File: src/rtl/muldiv_unit_pkg.sv
// muldiv_unit_pkg
//   Shared definitions for the RV32M multiply/divide execute unit:
//   operand width, iteration count, funct3 encodings, FSM state encoding,
//   special-case result constants and small decode helpers.
//   No ports; imported by muldiv_unit_if, muldiv_datapath and muldiv_unit.

package muldiv_unit_pkg;

    // Operand/result width. Only 32 is supported.
    localparam int XLEN  = 32;
    // One shift-add / shift-subtract step per RUN cycle.
    localparam int ITERS = XLEN;
    localparam int CNT_W = $clog2(ITERS);

    // RV32M funct3 encodings
    localparam logic [2:0] F3_MUL    = 3'b000;
    localparam logic [2:0] F3_MULH   = 3'b001;
    localparam logic [2:0] F3_MULHSU = 3'b010;
    localparam logic [2:0] F3_MULHU  = 3'b011;
    localparam logic [2:0] F3_DIV    = 3'b100;
    localparam logic [2:0] F3_DIVU   = 3'b101;
    localparam logic [2:0] F3_REM    = 3'b110;
    localparam logic [2:0] F3_REMU   = 3'b111;

    // Quotient returned on divide-by-zero, and the most negative integer
    // (dividend of the signed-overflow case and its DIV result).
    localparam logic [XLEN-1:0] DIV0_QUOT = '1;
    localparam logic [XLEN-1:0] INT_MIN   = {1'b1, {(XLEN-1){1'b0}}};

    typedef enum logic [1:0] {
        S_IDLE = 2'd0,
        S_RUN  = 2'd1,
        S_FIN  = 2'd2
    } state_t;

    // funct3[2] selects the divide family.
    function automatic logic op_is_div(input logic [2:0] f3);
        return f3[2];
    endfunction

    // rs1 is a signed operand for everything except the unsigned ops.
    function automatic logic rs1_is_signed(input logic [2:0] f3);
        return !((f3 == F3_MULHU) || (f3 == F3_DIVU) || (f3 == F3_REMU));
    endfunction

    // rs2 is signed only for MUL, MULH, DIV and REM (MULHSU treats it unsigned).
    function automatic logic rs2_is_signed(input logic [2:0] f3);
        return (f3 == F3_MUL) || (f3 == F3_MULH) || (f3 == F3_DIV) || (f3 == F3_REM);
    endfunction

    // Two's-complement magnitude of a value whose effective sign is neg.
    function automatic logic [XLEN-1:0] magnitude(input logic [XLEN-1:0] v,
                                                  input logic            neg);
        return neg ? (~v + 1'b1) : v;
    endfunction

endpackage

File: src/rtl/muldiv_unit_if.sv
// muldiv_unit_if
//   Request/writeback bundle between the issue side (register file reads,
//   decoder) and the multiply/divide unit.
//
//   Handshake: Start is a request that the unit accepts on a rising edge
//   where Busy=0; the operands, Funct3 and Rd are captured on that edge and
//   may change freely afterwards. While Busy=1 any Start is dropped (no
//   queueing). Done is a one-cycle completion pulse with no back-pressure:
//   WriteReg/WriteData are valid while Done=1 and RegWrite = Done & (Rd!=0)
//   drives the register file write enable directly.
//
//   master modport : the issuing side (drives request, observes results)
//   slave  modport : muldiv_unit
//   dbg_state      : current FSM state, for observation only

interface muldiv_unit_if;
    import muldiv_unit_pkg::*;

    logic            Start;
    logic [2:0]      Funct3;
    logic [XLEN-1:0] Rs1Data;
    logic [XLEN-1:0] Rs2Data;
    logic [4:0]      Rd;

    logic            Busy;
    logic            Done;
    logic [4:0]      WriteReg;
    logic [XLEN-1:0] WriteData;
    logic            RegWrite;

    state_t          dbg_state;

    modport master (
        output Start, Funct3, Rs1Data, Rs2Data, Rd,
        input  Busy, Done, WriteReg, WriteData, RegWrite, dbg_state
    );

    modport slave (
        input  Start, Funct3, Rs1Data, Rs2Data, Rd,
        output Busy, Done, WriteReg, WriteData, RegWrite, dbg_state
    );

endinterface

File: src/rtl/muldiv_datapath.sv
// muldiv_datapath
//   64-bit accumulator/remainder register plus one shift-add (multiply) or
//   restoring shift-subtract (divide) step per enabled cycle, operating on
//   unsigned magnitudes. Sign handling and special cases live in the parent.
//
//   Ports:
//     Clk, Reset : clock, asynchronous active-high reset
//     load       : capture a_mag/b_mag/is_div and initialise the accumulator
//     step       : perform one iteration
//     is_div     : 1 = divide, 0 = multiply (sampled with load)
//     a_mag      : multiplier / dividend magnitude
//     b_mag      : multiplicand / divisor magnitude
//     acc        : multiply -> {product_hi, product_lo}
//                  divide   -> {remainder, quotient}

module muldiv_datapath
    import muldiv_unit_pkg::*;
(
    input  logic              Clk,
    input  logic              Reset,
    input  logic              load,
    input  logic              step,
    input  logic              is_div,
    input  logic [XLEN-1:0]   a_mag,
    input  logic [XLEN-1:0]   b_mag,
    output logic [2*XLEN-1:0] acc
);

    logic [2*XLEN-1:0] acc_q;
    logic [2*XLEN-1:0] acc_next;
    logic [XLEN-1:0]   opnd_q;
    logic              div_q;

    // Multiply: low half starts as the multiplier and is consumed LSB first;
    // the add carry is kept by shifting the 33-bit sum into the top.
    logic [XLEN:0]     mul_sum;
    logic [2*XLEN-1:0] mul_next;

    // Divide: low half starts as the dividend and fills with quotient bits.
    // The shifted partial remainder needs one extra bit before the trial
    // subtract; the subtract result itself always fits back into XLEN bits.
    logic [XLEN:0]     rem_sh;
    logic [XLEN+1:0]   diff;
    logic [2*XLEN-1:0] div_next;

    always_comb begin
        mul_sum  = {1'b0, acc_q[2*XLEN-1:XLEN]} + (acc_q[0] ? {1'b0, opnd_q} : '0);
        mul_next = {mul_sum, acc_q[XLEN-1:1]};

        rem_sh = acc_q[2*XLEN-1:XLEN-1];
        diff   = {1'b0, rem_sh} - {2'b00, opnd_q};
        if (!diff[XLEN+1]) begin
            div_next = {diff[XLEN-1:0], acc_q[XLEN-2:0], 1'b1};
        end else begin
            div_next = {rem_sh[XLEN-1:0], acc_q[XLEN-2:0], 1'b0};
        end

        acc_next = div_q ? div_next : mul_next;
    end

    always_ff @(posedge Clk or posedge Reset) begin
        if (Reset) begin
            acc_q  <= '0;
            opnd_q <= '0;
            div_q  <= 1'b0;
        end else if (load) begin
            acc_q  <= {{XLEN{1'b0}}, a_mag};
            opnd_q <= b_mag;
            div_q  <= is_div;
        end else if (step) begin
            acc_q  <= acc_next;
        end
    end

    assign acc = acc_q;

endmodule

File: src/rtl/muldiv_unit.sv
// muldiv_unit
//   Iterative RV32M multiply/divide execute unit. Accepts one operation at a
//   time, runs ITERS datapath iterations, then applies sign fixup and the
//   divide special cases and issues a single-cycle registered writeback.
//   Latency from the accepting edge to the Done edge is ITERS+1 for every op.
//
//   Ports:
//     Clk   : rising-edge clock
//     Reset : asynchronous active-high reset; aborts any operation in flight
//     bus   : muldiv_unit_if.slave (request inputs, writeback outputs,
//             dbg_state)

module muldiv_unit
    import muldiv_unit_pkg::*;
(
    input  logic          Clk,
    input  logic          Reset,
    muldiv_unit_if.slave  bus
);

    state_t            state_q, state_d;
    logic [CNT_W-1:0]  cnt_q, cnt_d;
    logic              load, step;

    // Operation context captured at acceptance
    logic [2:0]        f3_q;
    logic [4:0]        rd_q;
    logic              sa_q;        // effective sign of rs1
    logic              sb_q;        // effective sign of rs2
    logic              div_zero_q;
    logic              ovf_q;       // INT_MIN / -1 on a signed divide op
    logic [XLEN-1:0]   a_raw_q;     // rs1 as given, returned by REM/REMU by zero

    // Registered outputs
    logic              busy_q, done_q, reg_write_q;
    logic [4:0]        write_reg_q;
    logic [XLEN-1:0]   write_data_q;

    logic [2*XLEN-1:0] acc;
    logic              start_sa, start_sb;
    logic [XLEN-1:0]   start_a_mag, start_b_mag;

    always_comb begin
        start_sa    = rs1_is_signed(bus.Funct3) & bus.Rs1Data[XLEN-1];
        start_sb    = rs2_is_signed(bus.Funct3) & bus.Rs2Data[XLEN-1];
        start_a_mag = magnitude(bus.Rs1Data, start_sa);
        start_b_mag = magnitude(bus.Rs2Data, start_sb);
    end

    muldiv_datapath u_datapath (
        .Clk    (Clk),
        .Reset  (Reset),
        .load   (load),
        .step   (step),
        .is_div (op_is_div(bus.Funct3)),
        .a_mag  (start_a_mag),
        .b_mag  (start_b_mag),
        .acc    (acc)
    );

    // ---------------- FSM ----------------
    always_ff @(posedge Clk or posedge Reset) begin
        if (Reset) begin
            state_q <= S_IDLE;
            cnt_q   <= '0;
        end else begin
            state_q <= state_d;
            cnt_q   <= cnt_d;
        end
    end

    always_comb begin
        state_d = state_q;
        cnt_d   = cnt_q;
        load    = 1'b0;
        step    = 1'b0;
        case (state_q)
            S_IDLE: begin
                if (bus.Start) begin
                    load    = 1'b1;
                    cnt_d   = '0;
                    state_d = S_RUN;
                end
            end
            S_RUN: begin
                step = 1'b1;
                if (cnt_q == CNT_W'(ITERS - 1)) begin
                    cnt_d   = '0;
                    state_d = S_FIN;
                end else begin
                    cnt_d = cnt_q + 1'b1;
                end
            end
            S_FIN: begin
                state_d = S_IDLE;
            end
            default: begin
                state_d = S_IDLE;
                cnt_d   = '0;
            end
        endcase
    end

    // ---------------- Result fixup ----------------
    logic [2*XLEN-1:0] prod_fix;
    logic [XLEN-1:0]   quot_fix, rem_fix, result;

    always_comb begin
        // Signs of unsigned operands were forced to 0 at capture, so these
        // fixups are no-ops for the unsigned ops.
        prod_fix = (sa_q ^ sb_q) ? (~acc + 1'b1) : acc;
        quot_fix = (sa_q ^ sb_q) ? (~acc[XLEN-1:0] + 1'b1) : acc[XLEN-1:0];
        rem_fix  = sa_q ? (~acc[2*XLEN-1:XLEN] + 1'b1) : acc[2*XLEN-1:XLEN];

        case (f3_q)
            F3_MUL:                    result = prod_fix[XLEN-1:0];
            F3_MULH, F3_MULHSU,
            F3_MULHU:                  result = prod_fix[2*XLEN-1:XLEN];
            F3_DIV, F3_DIVU: begin
                if (div_zero_q)        result = DIV0_QUOT;
                else if (ovf_q)        result = INT_MIN;
                else                   result = quot_fix;
            end
            default: begin             // REM, REMU
                if (div_zero_q)        result = a_raw_q;
                else if (ovf_q)        result = '0;
                else                   result = rem_fix;
            end
        endcase
    end

    // ---------------- Context capture ----------------
    always_ff @(posedge Clk or posedge Reset) begin
        if (Reset) begin
            f3_q       <= '0;
            rd_q       <= '0;
            sa_q       <= 1'b0;
            sb_q       <= 1'b0;
            div_zero_q <= 1'b0;
            ovf_q      <= 1'b0;
            a_raw_q    <= '0;
        end else if (load) begin
            f3_q       <= bus.Funct3;
            rd_q       <= bus.Rd;
            sa_q       <= start_sa;
            sb_q       <= start_sb;
            div_zero_q <= (bus.Rs2Data == '0);
            ovf_q      <= ((bus.Funct3 == F3_DIV) || (bus.Funct3 == F3_REM)) &&
                          (bus.Rs1Data == INT_MIN) && (bus.Rs2Data == '1);
            a_raw_q    <= bus.Rs1Data;
        end
    end

    // ---------------- Registered outputs ----------------
    always_ff @(posedge Clk or posedge Reset) begin
        if (Reset) begin
            busy_q       <= 1'b0;
            done_q       <= 1'b0;
            reg_write_q  <= 1'b0;
            write_reg_q  <= '0;
            write_data_q <= '0;
        end else begin
            done_q      <= 1'b0;
            reg_write_q <= 1'b0;
            if (load) begin
                busy_q <= 1'b1;
            end
            if (state_q == S_FIN) begin
                busy_q       <= 1'b0;
                done_q       <= 1'b1;
                reg_write_q  <= (rd_q != 5'd0);
                write_reg_q  <= rd_q;
                write_data_q <= result;
            end
        end
    end

    assign bus.Busy      = busy_q;
    assign bus.Done      = done_q;
    assign bus.RegWrite  = reg_write_q;
    assign bus.WriteReg  = write_reg_q;
    assign bus.WriteData = write_data_q;
    assign bus.dbg_state = state_q;

endmodule

File: src/flat_wrapper.sv
// flat-port wrapper written by rule: the top's interface ports become plain ports
module muldiv_unit_flat import muldiv_unit_pkg::*;
  (Clk, Reset, bus_Start, bus_Funct3, bus_Rs1Data, bus_Rs2Data, bus_Rd, bus_Busy, bus_Done, bus_WriteReg, bus_WriteData, bus_RegWrite, bus_dbg_state);
  muldiv_unit_if bus_i ();
  input  logic Clk;
  input  logic Reset;
  input wire logic [$bits(bus_i.Start)-1:0] bus_Start;
  input wire logic [$bits(bus_i.Funct3)-1:0] bus_Funct3;
  input wire logic [$bits(bus_i.Rs1Data)-1:0] bus_Rs1Data;
  input wire logic [$bits(bus_i.Rs2Data)-1:0] bus_Rs2Data;
  input wire logic [$bits(bus_i.Rd)-1:0] bus_Rd;
  output wire logic [$bits(bus_i.Busy)-1:0] bus_Busy;
  output wire logic [$bits(bus_i.Done)-1:0] bus_Done;
  output wire logic [$bits(bus_i.WriteReg)-1:0] bus_WriteReg;
  output wire logic [$bits(bus_i.WriteData)-1:0] bus_WriteData;
  output wire logic [$bits(bus_i.RegWrite)-1:0] bus_RegWrite;
  output wire logic [$bits(bus_i.dbg_state)-1:0] bus_dbg_state;
  assign bus_i.Start = bus_Start;
  assign bus_i.Funct3 = bus_Funct3;
  assign bus_i.Rs1Data = bus_Rs1Data;
  assign bus_i.Rs2Data = bus_Rs2Data;
  assign bus_i.Rd = bus_Rd;
  assign bus_Busy = bus_i.Busy;
  assign bus_Done = bus_i.Done;
  assign bus_WriteReg = bus_i.WriteReg;
  assign bus_WriteData = bus_i.WriteData;
  assign bus_RegWrite = bus_i.RegWrite;
  assign bus_dbg_state = bus_i.dbg_state;
  muldiv_unit u_core (.Clk(Clk), .Reset(Reset), .bus(bus_i));
endmodule
File: config.mk
export PLATFORM = sky130hd
export DESIGN_NAME = muldiv_unit_flat
export DESIGN_NICKNAME = d
export VERILOG_FILES = /design/src/rtl/muldiv_unit_pkg.sv /design/src/rtl/muldiv_unit_if.sv /design/src/rtl/muldiv_datapath.sv /design/src/rtl/muldiv_unit.sv /design/src/flat_wrapper.sv
export SDC_FILE = /design/constraint.sdc
export NUM_CORES = 1
export LEC_CHECK = 0
export BUFFER_PORTS_ARGS = -buffer_cell sky130_fd_sc_hd__buf_2
export CAP_MARGIN = 0
export CORE_ASPECT_RATIO = 0.8
export CORE_UTILIZATION = 58
export CTS_BUF_LIST = sky130_fd_sc_hd__clkbuf_2
export CTS_CLUSTER_DIAMETER = 30
export DETAILED_ROUTE_END_ITERATION = 6
export PLACE_DENSITY = 0.81
export SLEW_MARGIN = 0
export SYNTH_ARGS = -nofsm -noshare
export SYNTH_HDL_FRONTEND = slang
export SYNTH_HIERARCHICAL = 1
export SYNTH_SLANG_ARGS = --single-unit
File: constraint.sdc
create_clock -name Clk -period 3.4 [get_ports Clk]
set_input_delay 0.68 -clock Clk [delete_from_list [all_inputs] [get_ports Clk]]
set_output_delay 0.68 -clock Clk [all_outputs]
set_load 0.01 [all_outputs]
# --- Yosys cells after proc, flatten, opt, wreduce, memory -nomap -nowiden ---
# Index checks and enable logic that the tools add are counted.
word_totals:
  inputBits: 75
  reg_bits: 188
op_classes:
  n_reduce_logical: 20
  n_eq_ne: 18
  n_addsub: 8
  bitwise: 9
  muxes: 28
ops:
  columns: ["operator", "n"]
  rows:
  - ["$mux W64", 5]
  - ["$mux W32", 9]
  - ["$add A32 B1 Y32 const B", 4]
  - ["$not A32 Y32", 4]
  - ["$pmux W32 S3", 1]
  - ["$add A64 B1 Y64 const B", 1]
  - ["$eq A32 B32 Y1 const B", 2]
  - ["$not A64 Y64", 1]
  - ["$sub A33 B32 Y34", 1]
  - ["$add A32 B33 Y33", 1]
  - ["$logic_not A32 Y1", 1]
  - ["$eq A3 B3 Y1 const B", 6]
  - ["$pmux W5 S3", 1]
  - ["$mux W5", 2]
  - ["$eq A3 B2 Y1 const B", 3]
  - ["$mux W1", 7]
  - ["$eq A3 B1 Y1 const B", 2]
  - ["$logic_not A3 Y1", 2]
  - ["$logic_or A1 B1 Y1", 6]
  - ["$add A5 B1 Y5 const B", 1]
  - ["$eq A5 B5 Y1 const B", 1]
  - ["$reduce_bool A5 Y1", 1]
  - ["$mux W2", 2]
  - ["$pmux W2 S2", 1]
  - ["14 further kinds", 18]

# --- Logic depth before layout (Yosys ltp) ---
depth:
  ltp_word: 7
  ltp_mapped: 15
  mapped_depth_nobuf: 14

# --- Cells and area by module ---
# Netlist, hierarchy kept.
by_module_without_submodules:
  columns: ["module", "n_inst", "area_per_inst_um2", "cells_per_inst", "seq_area_each_um2"]
  rows:
  - ["muldiv_datapath", 1, 8496.9, 1051, 2427.3]
  - ["muldiv_unit", 1, 8284.2, 1092, 2277.2]

# --- Least setup slack after synthesis ---
# OpenSTA, ideal clock, no wires.
synth_timing:
  kind: "register to register"
  start: "register u_core.u_datapath.acc_q[0], in the netlist u_core/u_datapath/acc[0]"
  end: "register u_core.u_datapath.acc_q[63], in the netlist u_core/u_datapath/acc[63]"
  synth_period_minus_slack_ps: 3220
  arrival_ps: 3088
  n_path_buf: 1
  path_slack_ps: 180
  stages_incl_launch_ff: 16
  path_cell_list: "dfrtp_1 -> clkbuf_1 -> and2_1 -> ha_1 -> inv_1 -> fa_1 -> nor2b_1 -> o31ai_4 -> a21oi_1 -> o21ai_0 -> and2_1 -> o21ai_1 -> a211oi_1 -> o21ai_0 -> a2111oi_0 -> o31ai_1"
synth_via:
  elab_chain_len: 5
synth_lines:
  columns: ["item", "line", "rtl"]
  rows:
  - ["start, declared", "muldiv_datapath.sv:29", "logic [2*XLEN-1:0] acc_q;"]
  - ["start signal, assigned", "muldiv_datapath.sv:67", "acc_q <= {{XLEN{1'b0}}, a_mag};"]
  - ["start signal, assigned", "muldiv_datapath.sv:71", "acc_q <= acc_next;"]
  - ["$mux W32", "muldiv_datapath.sv:47", "mul_sum = {1'b0, acc_q[2*XLEN-1:XLEN]} + (acc_q[0] ? {1'b0, opnd_q} : '0);"]
  - ["$add A32 B33 Y33", "muldiv_datapath.sv:47", null]
  - ["$mux W64", "muldiv_datapath.sv:58", "acc_next = div_q ? div_next : mul_next;"]
  - ["$mux W64", "muldiv_datapath.sv:70", "end else if (step) begin"]
  - ["$mux W64", "muldiv_datapath.sv:66", "end else if (load) begin"]
# Every way passes these cells. The select of a mux whose other input is x is not followed.
# A chain may end at the register's enable or synchronous reset.

# --- Final worst setup path ---
layout_timing:
  start: "register u_core.u_datapath.opnd_q[0]"
  end: "register u_core.u_datapath.acc_q[59], in the netlist u_core/u_datapath/acc[59]"
layout_via:
  elab_chain_len: 5
layout_lines:
  columns: ["item", "line", "rtl"]
  rows:
  - ["start, declared", "muldiv_datapath.sv:31", "logic [XLEN-1:0] opnd_q;"]
  - ["start signal, assigned", "muldiv_datapath.sv:68", "opnd_q <= b_mag;"]
  - ["$mux W32 / $sub A33 B32 Y34 (equally long branches)", "muldiv_datapath.sv:47, muldiv_datapath.sv:51", null]
  - ["$add A32 B33 Y33 / $mux W64 (equally long branches)", "muldiv_datapath.sv:47, muldiv_datapath.sv:52", null]
  - ["$mux W64 (*)", "muldiv_datapath.sv:58", null]
  - ["$mux W64 (*)", "muldiv_datapath.sv:70", null]
  - ["$mux W64 (*)", "muldiv_datapath.sv:66", null]
# Mark *: on every way between the ends. The rest lies on a longest branch, timed or not. The select of a mux whose other input is x is not followed.

==> qor.yml <==
crit_chain: "and2_1, ha_1, inv_1, fa_1, nor2b_2, o31ai_4, a21oi_1, o21ai_1, buf_4, and2_1, o21ai_2, a211oi_2, o21ai_1, buf_4, xnor2_1, a211oi_1"
synth_area_leaders: "dfrtp_1 (28%), nand2_1 (7.7%), o21ai_0 (6.5%)"
dr_total_vias: 17700
hp-start: "bus_Funct3[1]"
max-cap-violations: 0
grt_usage_pct: 41.3
io_buffers: 116
die-area_um2: 29600
cpMaxStageDelayCell: "dfrtp_1"
ys_warn_count: 6
grt_overflow_total: 0
clkSinkCount: 188
drt_iter0_drc: 2552
synth_cells: 2143
hold_class: "primary input to flop"
ys_seq_area_share_pct: 28.0
hpwl_mm: 45.5
powerDensity_nw_per_um2: 1170
start_util_pct: 59.2
end_kind: "flop"
hold_viol: 0
final_cell_mix: "nand2_1 (345), o21ai_0 (214), dfrtp_1 (187)"
nets: 2414
async_flop_share_pct: 100
period_share_pct: 97.3
clk_pin_slew_ps: 330
synth-edff-count: 0
yosysTopAreaCellShare_pct: 28.0
yosys_most_used_dff: "dfrtp_1"
cts_buffer_depth: 2
worstSetupPathType: "flop to flop"
design_area_um2: 18600
worst-slew-pin-transition_ps: 1210
place_congestion: 1.03
postSynthAreaPerCell_um2: 7.83
drcViolationCount: 0
routedWlPerCell_um: 23.2
yosysUniqueCellTypes: 104
cts-root-buf: "clkbuf_2"
synth_area_leader_cell: "dfrtp_1"
ys_ff_latch: 188
synth_area_um2: 16800
coreArea_um2: 28400
grt_antenna_before_repair: 2
place_area_um2: 18100
post-route-min-period_ps: 3310
drive_above_1_share_pct: 15.1
cp_slowest_stage_delay_ps: 450
grt_pass1_vias: 16200
drv_slew: 0
layout_commonest_cell: "nand2_1"
setup_ws_ps: 92.0
insertion_delay_ps: 830
critPathLaunch: "u_core/u_datapath/opnd_q[0]"
status: "completed"
num_rows: 55
ir_drop_v: 0.000749
vias_per_cell: 6.69
cts_made_buffers: 17
grt_pass1_wl_mm: 94.1
setup_viol: 0
htreeDepth: 4
cp-start-kind: "flop"
finClkSkew_ps: 51.9
r2r-start: "u_core/u_datapath/opnd_q[0]"
synth_fp_nets: 2291
p_leak_nw: 8.22
dr.pass1.iters: 6
relSlewSlack_pct: 19.2
io_pins: 117
cts_tree: "yes"
cp_max_fo: 4
required_ps: 4150
utilization_pct: 65.6
dieWidth_um: 192
grt_max_degree: 156
die_y_um: 154
worstPathArrival_ps: 4060
max_freq_ghz: 0.302
wl_mm: 61.5
drtAntennaViolNets: 0
pre_cts_slack_ps: 37.0
area_growth_pct: 10.8
==> worst paths after layout <==
| check | cells past startpoint | slack [ps] | to |
|---|---|---|---|
| max | 16 | 90 | u_core/u_datapath/acc[59] |
| min | 3 | 60 | u_core/f3_q[1] |
| max reg2reg | 16 | 90 | u_core/u_datapath/acc[59] |
| min reg2reg | 2 | 510 | u_core/bus.Busy |
| max in group asynchronous | 4 | 2230 | u_core/u_datapath/acc[4] |
| min in group asynchronous | 3 | 370 | u_core/u_datapath/acc[27] |
==> worst max-delay path: cells and delay by family (launching register included) <==
kind | cells | cell delay (ps)
compound gates | 7 | 1100
fa+ha+maj | 2 | 680
flops | 1 | 450
buf+inv | 3 | 400
xor+xnor | 1 | 50
simple gates | 3 | 550
==> cell usage after synthesis, drive strengths merged, types with 6 or more instances <==
cell,n
nand2,345
o21ai,223
dfrtp,188
a21oi,131
clkbuf,116
nor2,116
xnor2,105
inv,75
xor2,73
ha,71
mux2i,59
nor3,58
and2,47
nor4,46
a21o,32
a221oi,32
a211oi,31
nand3,31
nand4,31
a31oi,29
o31ai,24
buf,22
nand2b,20
o41ai,18
or3,18
or4,16
and3,14
nor2b,12
o21a,11
o221ai,11
and4,10
a41oi,9
a22oi,8
mux2,8
o211ai,8
or2,8
nand4b,6
nor3b,6
o22ai,6
==> per-layer routing <==
metal | up-vias | global-route usage [%] | part of all wire (%)
li1 | 7976 | - | -
met1 | 8462 | 61.0 | 43
met2 | 1173 | 54.7 | 40
met3 | 115 | 17.0 | 15
met4 | 2 | 10.6 | 2.0
met5 | - | 0 | 0.016
==> registers in the layout, indices dropped and copies added (netlist names) <==
register / cells
u_core/u_datapath/div_q: 1
u_core/bus.RegWrite: 1
u_core/bus.WriteData: 32
u_core/cnt_q: 5
u_core/u_datapath/opnd_q: 32
u_core/rd_q: 5
u_core/bus.Done: 1
u_core/bus.dbg_state: 2
u_core/ovf_q: 1
u_core/bus.WriteReg: 5
u_core/f3_q: 3
u_core/sb_q: 1
u_core/div_zero_q: 1
u_core/bus.Busy: 1
u_core/a_raw_q: 32
u_core/sa_q: 1
u_core/u_datapath/acc: 64
==> report_power, final <==
| part | switching, mW | internal (mW) |
|---|---|---|
| combinational | 9.72 | 6.46 |
| sequential | 1.16 | 3.18 |
| clock | 0.914 | 0.298 |
==> per-stage QoR <==
step | TNS [ps] | hold WS [ps] | std cells | total power [mW]
6_report | 0 | 59.4 | 2650 | 21.7
3_3_place_gp | 0 | 454 | 2602 | 19.2
5_1_grt | -87.2 | 3.83 | 2650 | 23.1
4_1_cts | 0 | 6.20 | 2641 | 20.7
3_5_place_dp | 0 | 457 | 2602 | 19.4
2_1_floorplan | 0 | 446 | 2143 | 14.9
==> repair_timing <==
action	in CTS	in global routing
resized for setup	2	24
hold endpoints to repair	125	0
setup buffers	0	7
pin swaps	0	4
endpoints found under the setup margin	2	16
hold buffers	8	0
==> area by class of cell <==
| cell class | count | area [µm²] |
|---|---|---|
| Timing Repair Buffer | 243 | 1600 |
| Fill cell | 2547 | 9750 |
| Tap cell | 370 | 463 |
| Inverter | 77 | 297 |
| Clock inverter | 14 | 149 |
| Antenna cell | 2 | 5.00 |
| Multi-Input combinational cell | 1739 | 11300 |
| Clock buffer | 17 | 85.1 |
| Sequential cell | 188 | 4710 |
==> kinds of logic (layout without fill, tap and decap cells) <==
group / count (synthesis) / in the layout / synth area share (%)
other: 0 / 2 / 0
multiplexers: 67 / 67 / 4.06
flip-flops: 188 / 188 / 28.0
AO/OA/AOI/OAI: 622 / 622 / 23.9
adder cells (fa/ha/maj): 73 / 73 / 5.53
AND/OR/NAND/NOR: 799 / 799 / 23.6
XOR/XNOR: 178 / 178 / 9.29
buffers and inverters: 216 / 351 / 5.54
Note: power is estimated with default switching activity, not from simulation.
